==> src/rtl/game_flow_ctrl.sv <==
// Game state controller: menu -> round -> win/lose end screen -> menu.
// Tracks both tanks' hit points and drives the end-screen overlay selection.
module game_flow_ctrl #(
    parameter int HP_INIT = 3,
    parameter int BTN_X   = 384,
    parameter int BTN_Y   = 320,
    parameter int BTN_W   = 256,
    parameter int BTN_H   = 64,
    parameter int GRACE   = 6500000
) (
    input  logic        clk,
    input  logic        rst,
    input  logic        mouse_left,
    input  logic [11:0] xpos_mouse_in,
    input  logic [11:0] ypos_mouse_in,
    input  logic        hit_enemy,
    input  logic        hit_player,
    input  logic        back_to_menu,
    output logic        select,
    output logic [1:0]  game_end,
    output logic        new_game,
    output logic [2:0]  player_hp,
    output logic [2:0]  enemy_hp
);

    typedef enum logic [1:0] {MENU, PLAY, WIN, LOSE} state_t;

    localparam logic [2:0]  HP_I = 3'(HP_INIT);
    localparam logic [22:0] GR   = 23'(GRACE);
    // 13-bit bounds so BTN_X+BTN_W cannot wrap against a 12-bit cursor.
    localparam logic [12:0] X_LO = 13'(BTN_X);
    localparam logic [12:0] X_HI = 13'(BTN_X + BTN_W);
    localparam logic [12:0] Y_LO = 13'(BTN_Y);
    localparam logic [12:0] Y_HI = 13'(BTN_Y + BTN_H);

    state_t      state, state_n;
    logic [22:0] grace, grace_n;
    logic        mouse_prev;
    logic        click, in_btn;
    logic        select_n, new_game_n;
    logic [1:0]  game_end_n;
    logic [2:0]  player_hp_n, enemy_hp_n;

    assign click  = mouse_left && !mouse_prev;
    assign in_btn = ({1'b0, xpos_mouse_in} >= X_LO) && ({1'b0, xpos_mouse_in} < X_HI) &&
                    ({1'b0, ypos_mouse_in} >= Y_LO) && ({1'b0, ypos_mouse_in} < Y_HI);

    always_comb begin
        state_n     = state;
        grace_n     = grace;
        new_game_n  = 1'b0;
        player_hp_n = player_hp;
        enemy_hp_n  = enemy_hp;
        case (state)
            MENU: begin
                if (click && in_btn) begin
                    state_n     = PLAY;
                    new_game_n  = 1'b1;
                    player_hp_n = HP_I;
                    enemy_hp_n  = HP_I;
                    grace_n     = GR;
                end
            end
            PLAY: begin
                if (grace != 23'd0) begin
                    grace_n = grace - 23'd1;
                end else begin
                    if (hit_enemy && enemy_hp != 3'd0)   enemy_hp_n  = enemy_hp - 3'd1;
                    if (hit_player && player_hp != 3'd0) player_hp_n = player_hp - 3'd1;
                    // A double kill counts against the player.
                    if (player_hp_n == 3'd0)     state_n = LOSE;
                    else if (enemy_hp_n == 3'd0) state_n = WIN;
                end
            end
            WIN, LOSE: begin
                if (back_to_menu) begin
                    state_n     = MENU;
                    player_hp_n = HP_I;
                    enemy_hp_n  = HP_I;
                end
            end
            default: begin
                state_n     = MENU;
                grace_n     = 23'd0;
                player_hp_n = HP_I;
                enemy_hp_n  = HP_I;
            end
        endcase
        select_n   = (state_n != MENU);
        game_end_n = (state_n == WIN) ? 2'd1 : (state_n == LOSE) ? 2'd2 : 2'd0;
    end

    always_ff @(posedge clk or posedge rst) begin
        if (rst) begin
            state      <= MENU;
            grace      <= 23'd0;
            mouse_prev <= 1'b1;
            select     <= 1'b0;
            game_end   <= 2'd0;
            new_game   <= 1'b0;
            player_hp  <= HP_I;
            enemy_hp   <= HP_I;
        end else begin
            state      <= state_n;
            grace      <= grace_n;
            mouse_prev <= mouse_left;
            select     <= select_n;
            game_end   <= game_end_n;
            new_game   <= new_game_n;
            player_hp  <= player_hp_n;
            enemy_hp   <= enemy_hp_n;
        end
    end

endmodule

==> config.mk <==
export PLATFORM = sky130hd
export DESIGN_NAME = game_flow_ctrl
export DESIGN_NICKNAME = d
export VERILOG_FILES = /design/src/rtl/game_flow_ctrl.sv
export SDC_FILE = /design/constraint.sdc
export NUM_CORES = 1
export LEC_CHECK = 0
export CAP_MARGIN = 20
export CORE_ASPECT_RATIO = 0.75
export CORE_MARGIN = 1
export CORE_UTILIZATION = 38
export CTS_CLUSTER_SIZE = 14
export DETAILED_ROUTE_END_ITERATION = 12
export GPL_TIMING_DRIVEN = 1
export HOLD_SLACK_MARGIN = 0.15
export PLACE_DENSITY = 0.71
export REMOVE_ABC_BUFFERS = 1
export SLEW_MARGIN = 20
export SYNTH_ARGS = -nofsm -noshare
export SYNTH_HDL_FRONTEND = slang
export SYNTH_SLANG_ARGS = --single-unit
export TNS_END_PERCENT = 100
==> constraint.sdc <==
create_clock -name clk -period 4.8 [get_ports clk]
set_input_delay 0.96 -clock clk [delete_from_list [all_inputs] [get_ports clk]]
set_output_delay 0.96 -clock clk [all_outputs]
set_load 0.005 [all_outputs]
Word level (Yosys, flattened, before mapping). Cells that the tools add are included.

Bits in registers: 36. Input bits: 30. Output and inout port bits: 10. Word-level logic and storage cells: 68.

Add/sub/neg operators: 3. $lt $le $gt $ge: 4. Equal/unequal tests: 9. Muxes and demuxes: 25. Reduce and logical (&&, ||, !) cells: 19.

Operators with widths (count): 23-bit 2-to-1 mux (2); 23-bit case mux with 2 select lines (1); 3-bit 2-to-1 mux (10); 12-bit by 9-bit greater-or-equal comparator with 1-bit output (second input constant) (2); 23-bit nonzero test (1); 23-bit by 1-bit subtractor with 23-bit output (second input constant) (1); 3-bit case mux with 3 select lines (2); 2-bit 2-to-1 mux (7); 12-bit by 10-bit < comparator with 1-bit output (second input constant) (1); 12-bit by 9-bit < comparator with 1-bit output (second input constant) (1); 2-bit equality test (second input constant) (4); 2-bit != test (second input constant) (4); 1-bit logical AND (7); 3-bit zero test (2); 2-bit case mux with 3 select lines (1); 3-bit AND reduction (2); 3-bit nonzero test (2); 3-bit by 1-bit subtractor with 3-bit output (second input constant) (2); 2-bit nonzero test (2); 2-bit by 1-bit equality test with 1-bit output (second input constant) (1); 2-bit zero test (1); 1-bit 2-to-1 mux (2); 2-bit OR reduction (1); 1-bit zero test (1).

Logic depth before layout (Yosys ltp).
Depth in word-level cells: 13. Gate-level depth with buffers: 9. Gate-level depth less buffers: 8.

Least setup slack after synthesis. OpenSTA, ideal clock, no wires.

Kind: input to register. From: input port xpos_mouse_in[7]. To: register grace[1]. Library setup time: 0.125 ns. Data arrival time: 2.413 ns. Required time: 4.675 ns. Slack: 2.262 ns. Cell stages on the path: 5. Buffers on the path: 0. Path through: or3b_2 a211oi_2 nand3_1 nand2_1 mux2_2.

Longest elaborated chain between the ends: 7. Elaborated cells between the ends (all ways): 8. Classes of those cells: order compare (2); eq/ne (1); reduce/logical (5).

RTL lines: from (decl) (RTL line 14) `input logic [11:0] xpos_mouse_in,`; 12-bit by 9-bit greater-or-equal comparator with 1-bit output or 12-bit by 10-bit < comparator with 1-bit output (tied branches) (RTL line 45) `assign in_btn = ({1'b0, xpos_mouse_in} >= X_LO) && ({1'b0, xpos_mouse_in} < X_HI) &&`; 1-bit logical AND * (2 in series) (RTL line 45); 1-bit logical AND * (RTL line 46) `({1'b0, ypos_mouse_in} >= Y_LO) && ({1'b0, ypos_mouse_in} < Y_HI);`; 1-bit logical AND * (RTL line 56) `if (click && in_btn) begin`; 2-bit != test (no source line) *; 3-bit AND reduction (no source line) *; to (signal assigned) (RTL line 105) `grace <= grace_n;`; to (decl) (RTL line 37) `logic [22:0] grace, grace_n;`.

Every way passes the cells marked *; elsewhere a longest branch is shown, timed or not. A chain may end at the register's enable or synchronous reset.

Worst setup path after layout.
From: input port xpos_mouse_in[9]. To: register enemy_hp[0].

Longest elaborated chain between the ends: 7. Elaborated cells between the ends (all ways): 8. Classes of those cells: order compare (2); eq/ne (1); reduce/logical (5).

RTL lines: 12-bit by 9-bit greater-or-equal comparator with 1-bit output or 12-bit by 10-bit < comparator with 1-bit output (tied branches) (RTL line 45); 1-bit logical AND * (2 in series) (RTL line 45); 1-bit logical AND * (RTL line 46); 1-bit logical AND * (RTL line 56); 2-bit != test (no source line) *; 3-bit AND reduction (no source line) *; to (signal assigned) (RTL line 111) `enemy_hp <= enemy_hp_n;`; to (decl) (RTL line 23) `output logic [2:0] enemy_hp`.

Marked as above.

==> impl_results.md <==
* Worst EP arrival at 3140 ps
* Fillers at between 500 and 600
* Max Freq at 342 MHz
* Cts hold-fix bufs at 0
* Final setup vio count at 0
* Pins Over Slew Limit at 0
* EDFF count, synth at 0
* Clk slew on worst S/H paths at 70 ps
* Share of cells above drive strength 1 at 0.105
* # diodes at 0
* Sequential Area at 907 um2
* Status: completed
* Final Hold Fails at 0
* HPWL after DPL at 3720 um
* Mapped Avg Cell Area at 9.47 um2
* Startpoint types: input port
* Asr flop ratio synth at 1.00
* Setup TNS at 0 ps
* Worst setup EP type: flop
* Total Power at 666 uW
* Die height at 67.7 um
* Multi-input gate area at 1170 um2
* RSZ-0062 raised after global routing: no
* Post-Synthesis Cells at 231
* Vias in the first global route at 1792
* NumNets Final at 293
* Register area share after synthesis at 0.415
* Chip Width at 89.6 um
* CTS tree: done
* Drt drc at 0
* GPL Wtd Cong at 0.873
* Antenna viol nets, final at 0
* Most frequent cells in the layout: dfrtp_1, clkdlybuf4s50_1, nand2_1, nor2_1, inv_1
* Peak supply drop at about 0.00017 V
* Die area at 6070 um2
* Crit-path max FO at 7
* Register bit total from synthesis at 36
* Synth Flop Type: dfrtp_1
* Wire per inst at 15.3 um
* Hold Crit Class: reg -> reg
* TritonRoute pass-1 iters at 4
* Sink Count at 36
* Grt total ovfl at 0
* Total CTS buffers at 5
* Row count at 23
* CP Data Required Time at 5020 ps
* Library cells used by synthesis at 55
* H-tree levels at 2
* Vias per cell at 5.65
* Initial Util at 0.402
* Resized cells post-CTS at 0
* Mapped Area at 2190 um2
* Finished Core Util at 0.484
* Starting DRT DRC Count at ~130
* Max Root-Sink Buffers at 2
* P&R area growth vs syn at 20.2%
* Relative slew margins at 0.467
* Setup Skew at 6.36 ps
* Clk_lat worst skew at between 200 and 300 ps
* IO Count at 40
* Post-CTS Setup Bufs at 0
* Pre-CTS WS at 1610 ps
* All-Layer GR Usage at 0.190
* Critical path type: in -> reg
* Largest net degree at the start of global routing at 37
* First-pass GRT wire length at 8600 um
* Yosys Warn Count at 0
* Worst setup margin at 1880 ps
* Routed WL at a little over 5000 um
* Slew @ Worst Pin at 780 ps
* Power Dens Cells at 253 nW/um2
* Port Buffers at 26
* Period utilisation layout at 0.609
* Total leakage power at 0.00100 uW
* MaxCap Viol Count at 0
* Antenna violations before repair at 0
* Most common cell after layout, fill and taps aside: dfrtp_1
* Minimum clock period at 2920 ps
* Vias at 1883
* CTS root buf: clkbuf_8
* Core ar. at 5440 um2
## worst max-delay path, cell delays in order
cell	delay, ps
clkdlybuf4s50_1	460
or3b_2	450
a211oi_2	320
and3_1	410
o2111ai_1	250
a22o_1	290
## logic make-up (layout without fill, tap and decap cells)
group	count (synthesis)	after routing	share of synthesized area
AO/OA/AOI/OAI	53	53	0.184
buffers and inverters	24	51	0.0520
flip-flops	36	36	0.415
multiplexers	5	5	0.0234
adder cells (fa/ha/maj)	6	6	0.0343
AND/OR/NAND/NOR	99	99	0.260
XOR/XNOR	8	8	0.0320
## final timing paths
path	from	endpoint	slack, ps	depth (start not counted)
max	xpos_mouse_in[9]	enemy_hp[0]	1880	6
min	grace[12]	grace[12]	510	1
max reg2reg	grace[11]	grace[1]	1970	5
min reg2reg	grace[12]	grace[12]	510	1
max in group asynchronous	rst	player_hp[0]	3350	3
min in group asynchronous	rst	new_game	1090	3
## layer usage
layer | global-route usage | up-vias | share of wire
met3 | 0.0440 | 5 | 0.060
met5 | 0 | - | 0
met4 | 0.0456 | 0 | 0.0083
met2 | 0.292 | 52 | 0.41
met1 | 0.269 | 908 | 0.52
li1 | - | 918 | -
## metrics by stage
step	instance area, um2	cells	hold slack, ps
6_report	2630	333	514
5_1_grt	2630	333	550
4_1_cts	2630	333	516
3_5_place_dp	2500	325	505
3_3_place_gp	2500	325	489
2_1_floorplan	2130	221	460
## report_power, final
part	switching (uW)	internal [uW]	leakage, uW	total, uW
logic	28.1	28.1	0.000553	56.2
registers	7.51	311	0.000383	318
clock network	109	183	0.0000645	292
## sequential cells by signal, indices dropped and copies added, names as in the netlist
name / count
player_hp: 3
new_game: 1
grace: 23
select: 1
mouse_prev: 1
state: 2
game_end: 2
enemy_hp: 3
## cell usage after synthesis (all sizes together) (3+ instances only)
library cell	n	area share
a211oi	3	0.013
a31oi	3	0.0086
nand4	4	0.014
and3	6	0.017
dfrtp	31	0.35
dfstp	5	0.060
o31ai	3	0.010
a21oi	3	0.0069
nand2	19	0.034
nand2b	6	0.017
nand3	8	0.018
o211ai	3	0.010
nor2	16	0.027
o2111ai	4	0.016
xor2	4	0.016
a21o	3	0.010
ha	6	0.034
buf	4	0.018
or4	5	0.019
nor3	7	0.016
nor4	9	0.033
clkbuf	6	0.010
nor2b	4	0.011
o41a	4	0.021
mux2i	4	0.018
o21ai	12	0.029
xnor2	4	0.016
inv	14	0.024
## cell type report
cell class / count / area share
Tap cell: 75 / 0.0357
Clock inverter: 1 / 0.0114
Inverter: 14 / 0.0200
Clock buffer: 7 / 0.0366
Timing Repair Buffer: 29 / 0.108
Multi-Input combinational cell: 171 / 0.444
Sequential cell: 36 / 0.345
(Power assumes the default switching activity.)
